[config.mk]
export PLATFORM = sky130hd
export DESIGN_NAME = elevator_controller
export DESIGN_NICKNAME = d
export VERILOG_FILES = /design/src/rtl/elevator_controller.sv
export SDC_FILE = /design/constraint.sdc
export NUM_CORES = 1
export LEC_CHECK = 0
export CAP_MARGIN = 20
export CORE_ASPECT_RATIO = 0.9
export CORE_UTILIZATION = 53
export DETAILED_ROUTE_END_ITERATION = 6
export PLACE_DENSITY_LB_ADDON = 0.2
export SYNTH_ARGS = -nofsm -noshare
export SYNTH_HDL_FRONTEND = slang
export SYNTH_SLANG_ARGS = --single-unit
[constraint.sdc]
create_clock -name clk_50 -period 4.2 [get_ports clk_50]
set_input_delay 0.42 -clock clk_50 [delete_from_list [all_inputs] [get_ports clk_50]]
set_output_delay 0.42 -clock clk_50 [all_outputs]
set_load 0.02 [all_outputs]
[src/rtl/elevator_controller.sv]
// elevator_controller: 3-floor car sequencer fed by synchronised hall calls and step ticks.
// Optional EMERGENCY_STOP_EN adds an estop input that freezes the FSM in place.
module elevator_controller #(
  parameter int TRAVEL_TICKS = 2,
  parameter int DOOR_TICKS   = 3,
  parameter int TICK_W       = 4
) (
  input  logic       clk_50,
  input  logic       reset,
  input  logic       step,
  input  logic       button1,
  input  logic       button2,
  input  logic       button3,
`ifdef EMERGENCY_STOP_EN
  input  logic       estop,
`endif
  output logic       moving,
  output logic [1:0] floor,
  output logic       dir_up,
  output logic       door_open,
  output logic [2:0] requests
);

  typedef enum logic [1:0] {IDLE = 2'd0, MOVE = 2'd1, DOOR = 2'd2} state_t;

  localparam logic [TICK_W-1:0] TRAVEL_LAST = TICK_W'(TRAVEL_TICKS - 1);
  localparam logic [TICK_W-1:0] DOOR_LAST   = TICK_W'(DOOR_TICKS - 1);

  state_t            state_reg, state_next;
  logic [1:0]        floor_reg, floor_next;
  logic              dir_up_reg, dir_up_next;
  logic [TICK_W-1:0] tick_cnt_reg, tick_cnt_next;
  logic [2:0]        requests_reg, requests_next;
  logic [2:0]        button_raw;
  logic [2:0]        press;
  logic [2:0]        step_sync_reg;
  logic              tick;
  logic              frozen;

  function automatic logic [2:0] floor_mask(input logic [1:0] f);
    case (f)
      2'd0:    return 3'b001;
      2'd1:    return 3'b010;
      2'd2:    return 3'b100;
      default: return 3'b000;
    endcase
  endfunction

  function automatic logic calls_ahead(input logic [2:0] req, input logic [1:0] f,
                                       input logic up);
    logic [2:0] above;
    logic [2:0] below;
    case (f)
      2'd0:    begin above = 3'b110; below = 3'b000; end
      2'd1:    begin above = 3'b100; below = 3'b001; end
      2'd2:    begin above = 3'b000; below = 3'b011; end
      default: begin above = 3'b000; below = 3'b000; end
    endcase
    return |(req & (up ? above : below));
  endfunction

  // Saturating one-floor step in the current direction.
  function automatic logic [1:0] floor_step(input logic [1:0] f, input logic up);
    if (up) return (f == 2'd2) ? 2'd2 : f + 2'd1;
    else    return (f == 2'd0) ? 2'd0 : f - 2'd1;
  endfunction

  assign button_raw = {button3, button2, button1};

  // [0],[1] form the synchroniser; [2] holds the previous synchronised level for edge detect.
  genvar gi;
  generate
    for (gi = 0; gi < 3; gi++) begin : g_btn_sync
      logic [2:0] sync_reg;
      always_ff @(posedge clk_50) begin
        if (reset) sync_reg <= 3'b111;
        else       sync_reg <= {sync_reg[1:0], button_raw[gi]};
      end
      assign press[gi] = sync_reg[2] & ~sync_reg[1];
    end
  endgenerate

  always_ff @(posedge clk_50) begin
    if (reset) step_sync_reg <= 3'b000;
    else       step_sync_reg <= {step_sync_reg[1:0], step};
  end
  assign tick = step_sync_reg[1] & ~step_sync_reg[2];

`ifdef EMERGENCY_STOP_EN
  logic [1:0] estop_sync_reg;
  always_ff @(posedge clk_50) begin
    if (reset) estop_sync_reg <= 2'b00;
    else       estop_sync_reg <= {estop_sync_reg[0], estop};
  end
  assign frozen = estop_sync_reg[1];
`else
  assign frozen = 1'b0;
`endif

  always_ff @(posedge clk_50) begin
    if (reset) begin
      state_reg    <= IDLE;
      floor_reg    <= 2'd0;
      dir_up_reg   <= 1'b0;
      tick_cnt_reg <= '0;
      requests_reg <= 3'b000;
    end else begin
      state_reg    <= state_next;
      floor_reg    <= floor_next;
      dir_up_reg   <= dir_up_next;
      tick_cnt_reg <= tick_cnt_next;
      requests_reg <= requests_next;
    end
  end

  always_comb begin
    logic [2:0] cur_mask;
    logic [2:0] adv_mask;
    logic [2:0] req_clear;
    logic [2:0] req_set;
    logic [1:0] floor_adv;
    logic       door_reload;

    state_next    = state_reg;
    floor_next    = floor_reg;
    dir_up_next   = dir_up_reg;
    tick_cnt_next = tick_cnt_reg;
    req_clear     = 3'b000;
    cur_mask      = floor_mask(floor_reg);
    floor_adv     = floor_step(floor_reg, dir_up_reg);
    adv_mask      = floor_mask(floor_adv);
    // A call for the floor whose doors are open restarts the door timer instead of latching.
    door_reload   = (state_reg == DOOR) && |(press & cur_mask);
    req_set       = press & ~((state_reg == DOOR) ? cur_mask : 3'b000);

    if (!frozen) begin
      unique case (state_reg)
        IDLE: begin
          if (|(requests_reg & cur_mask)) begin
            req_clear  = cur_mask;
            state_next = DOOR;
          end else if (calls_ahead(requests_reg, floor_reg, dir_up_reg)) begin
            state_next = MOVE;
          end else if (calls_ahead(requests_reg, floor_reg, ~dir_up_reg)) begin
            dir_up_next = ~dir_up_reg;
            state_next  = MOVE;
          end
        end
        MOVE: begin
          if (tick) begin
            if (tick_cnt_reg == TRAVEL_LAST) begin
              floor_next    = floor_adv;
              tick_cnt_next = '0;
              if (|(requests_reg & adv_mask)) begin
                req_clear  = adv_mask;
                state_next = DOOR;
              end else if (!calls_ahead(requests_reg, floor_adv, dir_up_reg)) begin
                state_next = IDLE;
              end
            end else begin
              tick_cnt_next = tick_cnt_reg + 1'b1;
            end
          end
        end
        DOOR: begin
          if (door_reload) begin
            tick_cnt_next = '0;
          end else if (tick) begin
            if (tick_cnt_reg == DOOR_LAST) state_next = IDLE;
            else                           tick_cnt_next = tick_cnt_reg + 1'b1;
          end
        end
        default: state_next = IDLE;
      endcase
      if (state_next != state_reg) tick_cnt_next = '0;
    end

    requests_next = (requests_reg & ~req_clear) | req_set;
  end

  always_comb begin
    moving    = (state_reg == MOVE) && !frozen;
    door_open = (state_reg == DOOR);
  end

  assign floor    = floor_reg;
  assign dir_up   = dir_up_reg;
  assign requests = requests_reg;

endmodule

Word level (Yosys, flattened, before mapping)
Cells that the tools add are included.
{ "op_classes": {"bitwise_logic": 22, "muxes": 53, "n_reduce_logical": 15, "addsub": 3, "eq_ne": 12} }
{ "op_table": {"columns": ["op", "count"], "rows": [
  ["$mux W3", 26],
  ["$mux W2", 13],
  ["$and A3 B3 Y3", 8],
  ["$mux W4", 5],
  ["$pmux W3 S2", 3],
  ["$pmux W3 S3", 2],
  ["$reduce_or A3 Y1", 6],
  ["$pmux W2 S2", 2],
  ["$pmux W4 S2", 1],
  ["$reduce_and A4 Y1", 2],
  ["$not A1 Y1", 7],
  ["$eq A2 B1 Y1 const B", 3],
  ["$eq A2 B2 Y1 const B", 3],
  ["$logic_not A2 Y1", 3],
  ["$not A3 Y3", 2],
  ["$pmux W2 S3", 1],
  ["$add A4 B1 Y4 const B", 1],
  ["$and A1 B1 Y1", 4],
  ["$eq A4 B1 Y1 const B", 1],
  ["$eq A4 B2 Y1 const B", 1],
  ["$ne A3 B1 Y1 const B", 1],
  ["$ne A3 B3 Y1 const B", 1],
  ["$or A3 B3 Y3", 1],
  ["$reduce_and A3 Y1", 1],
  ["7 further kinds", 7]
]} }
{ "totals": {"in_bits": 6, "out_inout_bits": 8, "register_bits": 24} }

Logic depth before layout (Yosys ltp)
Gate-level depths: netlist of run 1.
{ "logic_depth": {"ltp_word": 21, "ltp_mapped": 7, "ltp_nobuf": 7} }

Worst setup path after synthesis of run 1
Ideal clock, no wire load.
{ "synth_path": {"kind": "register to register", "startpoint": "register floor_reg[1] (netlist: floor[1])", "endpoint": "register tick_cnt_reg[2]", "arrival_time_ns": 2.186, "n_path_buf": 0, "required_time_ns": 4.100, "setup_ns": 0.100, "period_less_slack_ns": 2.286, "stages_incl_launch_ff": 8, "slack_ns": 1.914, "cell_sequence": "dfxtp_1 -> inv_1 -> ha_1 -> and3b_1 -> o21ai_0 -> a21oi_1 -> o32a_4 -> a2111oi_4"} }
{ "synth_via": {"elab_chain_len": 19} }
{ "synth_rtl": {"columns": ["element", "line", "rtl"], "rows": [
  ["start: declaration", "30", "logic [1:0] floor_reg, floor_next;"],
  ["start signal: assignment", "109", "floor_reg <= floor_next;"],
  ["$sub A2 B1 Y2, or another cell as far along", "65", "else return (f == 2'd0) ? 2'd0 : f - 2'd1;"],
  ["$mux W2, on equally long branches", "65, 64", null],
  ["$mux W2", "64", "if (up) return (f == 2'd2) ? 2'd2 : f + 2'd1;"],
  ["$eq A2 B2 Y1, or another cell as far along", "41, 53", null],
  ["$pmux W2 S2 or $pmux W3 S2 (tied branches)", "53", "case (f)"],
  ["$mux W3", "154", "if (|(requests_reg & adv_mask)) begin"],
  ["$mux W3", "151", "if (tick_cnt_reg == TRAVEL_LAST) begin"],
  ["$mux W3", "150", "if (tick) begin"],
  ["(+3 left out)", null, null],
  ["$reduce_or A3 Y1", "59", "return |(req & (up ? above : below));"],
  ["$mux W2", "157", "end else if (!calls_ahead(requests_reg, floor_adv, dir_up_reg)) begin"],
  ["$mux W2", "154", null],
  ["$mux W2", "151", null],
  ["$mux W2", "150", null],
  ["$pmux W2 S3", "137", "unique case (state_reg)"],
  ["$ne A2 B2 Y1", "175", "if (state_next != state_reg) tick_cnt_next = '0;"],
  ["$reduce_or A2 Y1 (no line)", null, null],
  ["end signal: assignment", "111", "tick_cnt_reg <= tick_cnt_next;"],
  ["end: declaration", "32", "logic [TICK_W-1:0] tick_cnt_reg, tick_cnt_next;"]
]} }
Several ways; a longest one is shown, not always the timed one. The select of a mux whose other input is x is not followed.
A chain may end at the register's enable or synchronous reset.

Final worst setup path of run 1
Same ends and word-level chain as after synthesis.

==> impl_metrics.yaml, run 1 <==
status:
  outcome: "finished, final reports clean"
final_layout:
  n_antenna_cell: 0
  final_common_cell: "dfxtp_1"
  finalNetCount: 181
  multi_input_area_um2: 803.3
  largest_register_ffs: 9
  seq_area_um2: 480.5
  drive_gt1_frac: 0.1212
  final_cell_mix: "24 x dfxtp_1, 13 x nand2_1, 13 x clkdlybuf4s50_1"
  area_delta_synth_final_pct: 15.21
  nFillCells: 190
flow_run:
  cap_violations: 0
die:
  rows: 16
  die_h_um: 49.73
  start_util: 0.5877
  io_pins: 14
  die_w_um: 55.03
  dieArea_mm2: 0.002736
  core_area_mm2: 0.002282
worst_setup_path:
  endpoint_kind: "flip-flop"
  path_buf_inv: 1
  critPathLaunchType: "flip-flop"
  required_ps: 4430
  crit_path_cell_trace: "inv_1, ha_1, and3b_1, o21ai_0, a21oi_1, o32a_4, a2111oi_4"
  r2r_setup_slack_ps: 1770
  slowest_stage: "dfxtp_1"
  cp.arrival_ps: 2650
  path_delay_family: "compound AO/OA/AOI/OAI gates"
  crit_path_max_incr_delay_ps: 470
  critPathMaxFanout: 7
  critical_path_class: "reg -> reg"
yosys:
  synth-main-ff-cell: "dfxtp_1"
  yosys_warnings: 0
  synth_mux_area_frac: 0.03731
  syn_nets: 166
  synth-seq-cells: 24
  avgSynthCellArea_um2: 8.883
  ys_types: 42
  yosysSeqAreaShare: 0.3582
  synthAdderAreaFrac: 0.08396
  synth_top_family_by_area: "simple AND/OR/NAND/NOR gates"
  synth_edf_count: 0
  synth-compound-area-share: 0.2174
  netlist_area_mm2: 0.001341
  postSynth.asyncResetShare: 0
  synth-simple-area-share: 0.2603
  synth-xor-area-share: 0
  synthCells: 151
route:
  dr.pass1.iters: 4
  wirelength_mm: 2.769
  antenna_left: 0
  routedWlPerCell_um: 14.42
  drc: 0
  vias: 1145
  vias_per_cell: 5.964
  dr.first_iter.drc_count: 63
cts:
  cts_buffers: 3
  cts.repair.resized: 0
  htree_levels: 1
  clock-sinks: 24
  clk_pin_slew_ps: 130
  cts_hold_buf: 0
  cts_tree: "done"
  cts-root-buf: "clkbuf_4"
  postCtsSetupBuffers: 0
  clk_latency_ps: 310
  cts_max_path_buffers: 2
placement:
  hpwl_mm: 2.119
  portBuffers: 13
  gp_congestion: 0.9912
  pre_cts_ws_ps: 1847
global_route:
  grt_pass1_vias: 1008
  grt-ovfl-total: 0
  antenna_found_initial: 0
  track_usage: 0.2292
  grt_pass1_wl_mm: 4.519
  grt_max_degree: 21
power_and_ir_drop:
  p_leak_uw: 0.0005640
  ir_drop_mv: 0.3060
  total_power_uw: 473.1
  power_density_mw_per_mm2: 306.1
sta:
  worstMarginPinSlew_ps: 657.0
  fmax_mhz: 412.2
  finalWorstSetupSlack_ps: 1774
  slew_headroom: 0.5563
  hold_viol_final: 0
  setup_tns_ps: 0
  timing.final.crit_period_ps: 2426
  setup_viol: 0
  grt_setup_unrepaired: "false"
  maxSlewViolCount: 0
  fin_skew_ps: 3.933
  period_share: 0.5776
  hold_ws_ps: 431.4
min_path:
  hp-class: "reg -> reg"
## layout make-up
type	instances	share of cell area
inverters	12	0.02915
clock inverters	1	0.01943
multi-input cells	112	0.5198
well taps	27	0.02186
flip-flops and latches	24	0.3109
repair buffers	13	0.08421
clock buffers	3	0.01457
## worst paths after layout
check,from,endpoint,cells after the start
setup / recovery,floor[1],tick_cnt_reg[2],7
hold / removal,g_btn_sync[2].sync_reg[0],g_btn_sync[2].sync_reg[1],1
setup reg to reg,floor[1],tick_cnt_reg[2],7
hold reg to reg,g_btn_sync[2].sync_reg[0],g_btn_sync[2].sync_reg[1],1
## stage by stage
| step | std cells | util | cell area, um2 |
|---|---|---|---|
| finish | 192 | 0.6771 | 1545 |
| global placement | 188 | 0.6541 | 1493 |
| floorplan | 151 | - | 1341 |
| global route | 192 | 0.6771 | 1545 |
| detailed placement | 188 | 0.6541 | 1493 |
| CTS | 192 | 0.6771 | 1545 |
## cell families (layout without fill, tap and decap cells)
logic type,count (synthesis),in the layout
simple gates,62,62
compound gates,36,36
flops,24,24
buf+inv,15,29
fa+ha+maj,9,9
mux,5,5
## report_power, final
group | switching, uW | internal [uW] | leakage, uW | total [uW]
Combinational | 30.1 | 30.9 | 0.000340 | 61.0
Sequential | 11.0 | 236 | 0.000196 | 247
Clock | 68.3 | 96.5 | 0.0000279 | 165
## cell usage after synthesis, types with 4 or more instances
cell type | n | share of area
a21oi_1 | 10 | 0.037
dfxtp_1 | 24 | 0.36
ha_1 | 9 | 0.084
inv_1 | 11 | 0.031
mux2i_1 | 5 | 0.037
nand2_1 | 13 | 0.036
nand2b_1 | 4 | 0.019
nand3_1 | 4 | 0.015
nand3b_1 | 6 | 0.034
nor2_1 | 9 | 0.025
nor2b_1 | 5 | 0.023
nor3b_1 | 4 | 0.022
o21ai_0 | 4 | 0.015
or2_2 | 9 | 0.042
## per-layer routing
layer	vias up	routed length, um	global-route usage
met3	6	130	0.08025
met4	0	43	0.05833
li1	567	-	-
met1	546	1307	0.2898
met5	-	0	0
met2	26	1288	0.3635
Power figures use the tool's default switching activity.
==> run 2, diff against run 1 <==
--- a/config.mk
+++ b/config.mk
@@ -7,7 +7,7 @@
 export LEC_CHECK = 0
 export CAP_MARGIN = 20
 export CORE_ASPECT_RATIO = 0.9
-export CORE_UTILIZATION = 53
+export CORE_UTILIZATION = 50
 export DETAILED_ROUTE_END_ITERATION = 6
 export PLACE_DENSITY_LB_ADDON = 0.2
 export SYNTH_ARGS = -nofsm -noshare
==> constraint.sdc (replaced) <==
create_clock -name clk_50 -period 2.1 [get_ports clk_50]
set_input_delay 0.21 -clock clk_50 [delete_from_list [all_inputs] [get_ports clk_50]]
set_output_delay 0.21 -clock clk_50 [all_outputs]
set_load 0.02 [all_outputs]
==> impl_metrics.yaml, run 2 (same netlist as run 1, synthesis figures left out) <==
power_and_ir_drop:
  total_power_uw: 959.2
  power.switching_uw: 229.2
  ir_drop_mv: 0.5739
  p_leak_uw: 0.0006127
  p_clk_frac: 0.350
  swShare: 0.2389
  p_int_uw: 730.0
  p_seq_frac: 0.513
  comb_power_share: 0.137
  power_density_mw_per_mm2: 573.8
die:
  die_h_um: 51.14
  io_pins: 14
  die_w_um: 56.60
  start_util: 0.5390
  core_area_mm2: 0.002489
  rows: 17
  dieArea_mm2: 0.002894
final_layout:
  area_delta_synth_final_pct: 24.63
  largest_register_ffs: 9
  final_cell_mix: "20 x dfxtp_1, 13 x nand2_1, 13 x clkdlybuf4s50_1"
  drive_gt1_frac: 0.2428
  finalNetCount: 189
  fin_cells: 201
  n_antenna_cell: 0
  final_common_cell: "dfxtp_1"
sta:
  grt_setup_unrepaired: "true"
  fmax_mhz: 491.8
  slew_headroom: 0.6629
  worstMarginPinSlew_ps: 504.5
  hold_viol_final: 0
  setup_tns_ps: 0
  setup_viol: 0
  hold_ws_ps: 424.9
  period_share: 0.9682
  finalWorstSetupSlack_ps: 66.70
  fin_skew_ps: 13.03
  timing.final.crit_period_ps: 2033
  maxSlewViolCount: 0
status:
  outcome: "finished, final reports clean"
route:
  wirelength_mm: 2.959
  wl_met3_um: 192
  wl_met1_mm: 1.333
  wl_met2_mm: 1.415
  dr.first_iter.drc_count: 47
  vias: 1184
  routedWlPerCell_um: 14.72
  drc: 0
  vias_per_cell: 5.891
  dr.pass1.iters: 4
  antenna_left: 0
  highest_layer: "met4"
global_route:
  track_usage: 0.2053
  antenna_found_initial: 0
  grt_max_degree: 19
  grt_pass1_wl_mm: 4.533
  grt-ovfl-total: 0
  grt_pass1_vias: 1016
worst_setup_path:
  critPathMaxFanout: 6
  required_ps: 2340
  endpoint_kind: "flip-flop"
  cp.arrival_ps: 2270
  critPathLaunchType: "flip-flop"
  critical_path_class: "reg -> reg"
placement:
  portBuffers: 13
  gp_congestion: 0.9890
  pre_cts_ws_ps: -32.77
  hpwl_mm: 2.110
  dp_cells: 196
cts:
  cts-root-buf: "clkbuf_4"
  cts_max_path_buffers: 2
  cts_hold_buf: 0
  htree_levels: 1
  clk_pin_slew_ps: 140
  clk_latency_ps: 320
  cts_tree: "done"
  clock-sinks: 24
  cts_buffers: 3
flow_run:
  cap_violations: 0
min_path:
  hp-class: "reg -> reg"
==> run 2: path summary, 6_finish.rpt <==
path / start / to / slack [ps] / depth (start not counted)
worst max-delay path: floor[1] / tick_cnt_reg[2] / 70 / 7
worst min-delay path: g_btn_sync[2].sync_reg[0] / g_btn_sync[2].sync_reg[1] / 420 / 1
worst min register to register: g_btn_sync[2].sync_reg[0] / g_btn_sync[2].sync_reg[1] / 420 / 1
worst max register to register: floor[1] / tick_cnt_reg[2] / 70 / 7
==> run 2: cell type report <==
cell class                      instances  area (um2)
Multi-Input combinational cell        112       858.3
Fill cell                             191       817.0
Sequential cell                        24       490.5
Timing Repair Buffer                   21       190.2
Inverter                               12       45.04
Tap cell                               28       35.03
Clock inverter                          1       30.03
Clock buffer                            3       22.52
==> run 2: routing by layer <==
metal,GRT usage,vias up
li1,-,585
met1,0.2673,556
met2,0.3275,41
met3,0.06329,2
met4,0.06098,0
met5,0,-
==> run 2: through the flow <==
| stage | area, um2 | util |
|---|---|---|
| after floorplan | 1359 | - |
| after global placement | 1564 | 0.6285 |
| after detailed placement | 1564 | 0.6285 |
| after CTS | 1617 | 0.6496 |
| after global routing | 1672 | 0.6717 |
| final | 1672 | 0.6717 |
==> run 2: power by group through the flow <==
stage | registers [uW] | logic [uW] | clock network (uW)
detailed placement | 503 | 126 | 0
floorplan | 500 | 83.9 | 0
global placement | 502 | 123 | 0
CTS | 492 | 126 | 342
finish | 492 | 131 | 336
global route | 497 | 142 | 359
==> run 2: repair_timing <==
| action | CTS | global route |
|---|---|---|
| setup buffers | 0 | 1 |
| resized for setup | 1 | 13 |
| endpoints found under the setup margin | 2 | 6 |
| pin swaps | 0 | 1 |
==> run 2: worst max-delay path, stage by stage, from the launching register on <==
cell	delay (ps)
dfxtp_4	410
inv_2	70
ha_4	300
and3b_1	200
o21ai_2	200
a21oi_2	100
o32a_4	400
a2111oi_4	270
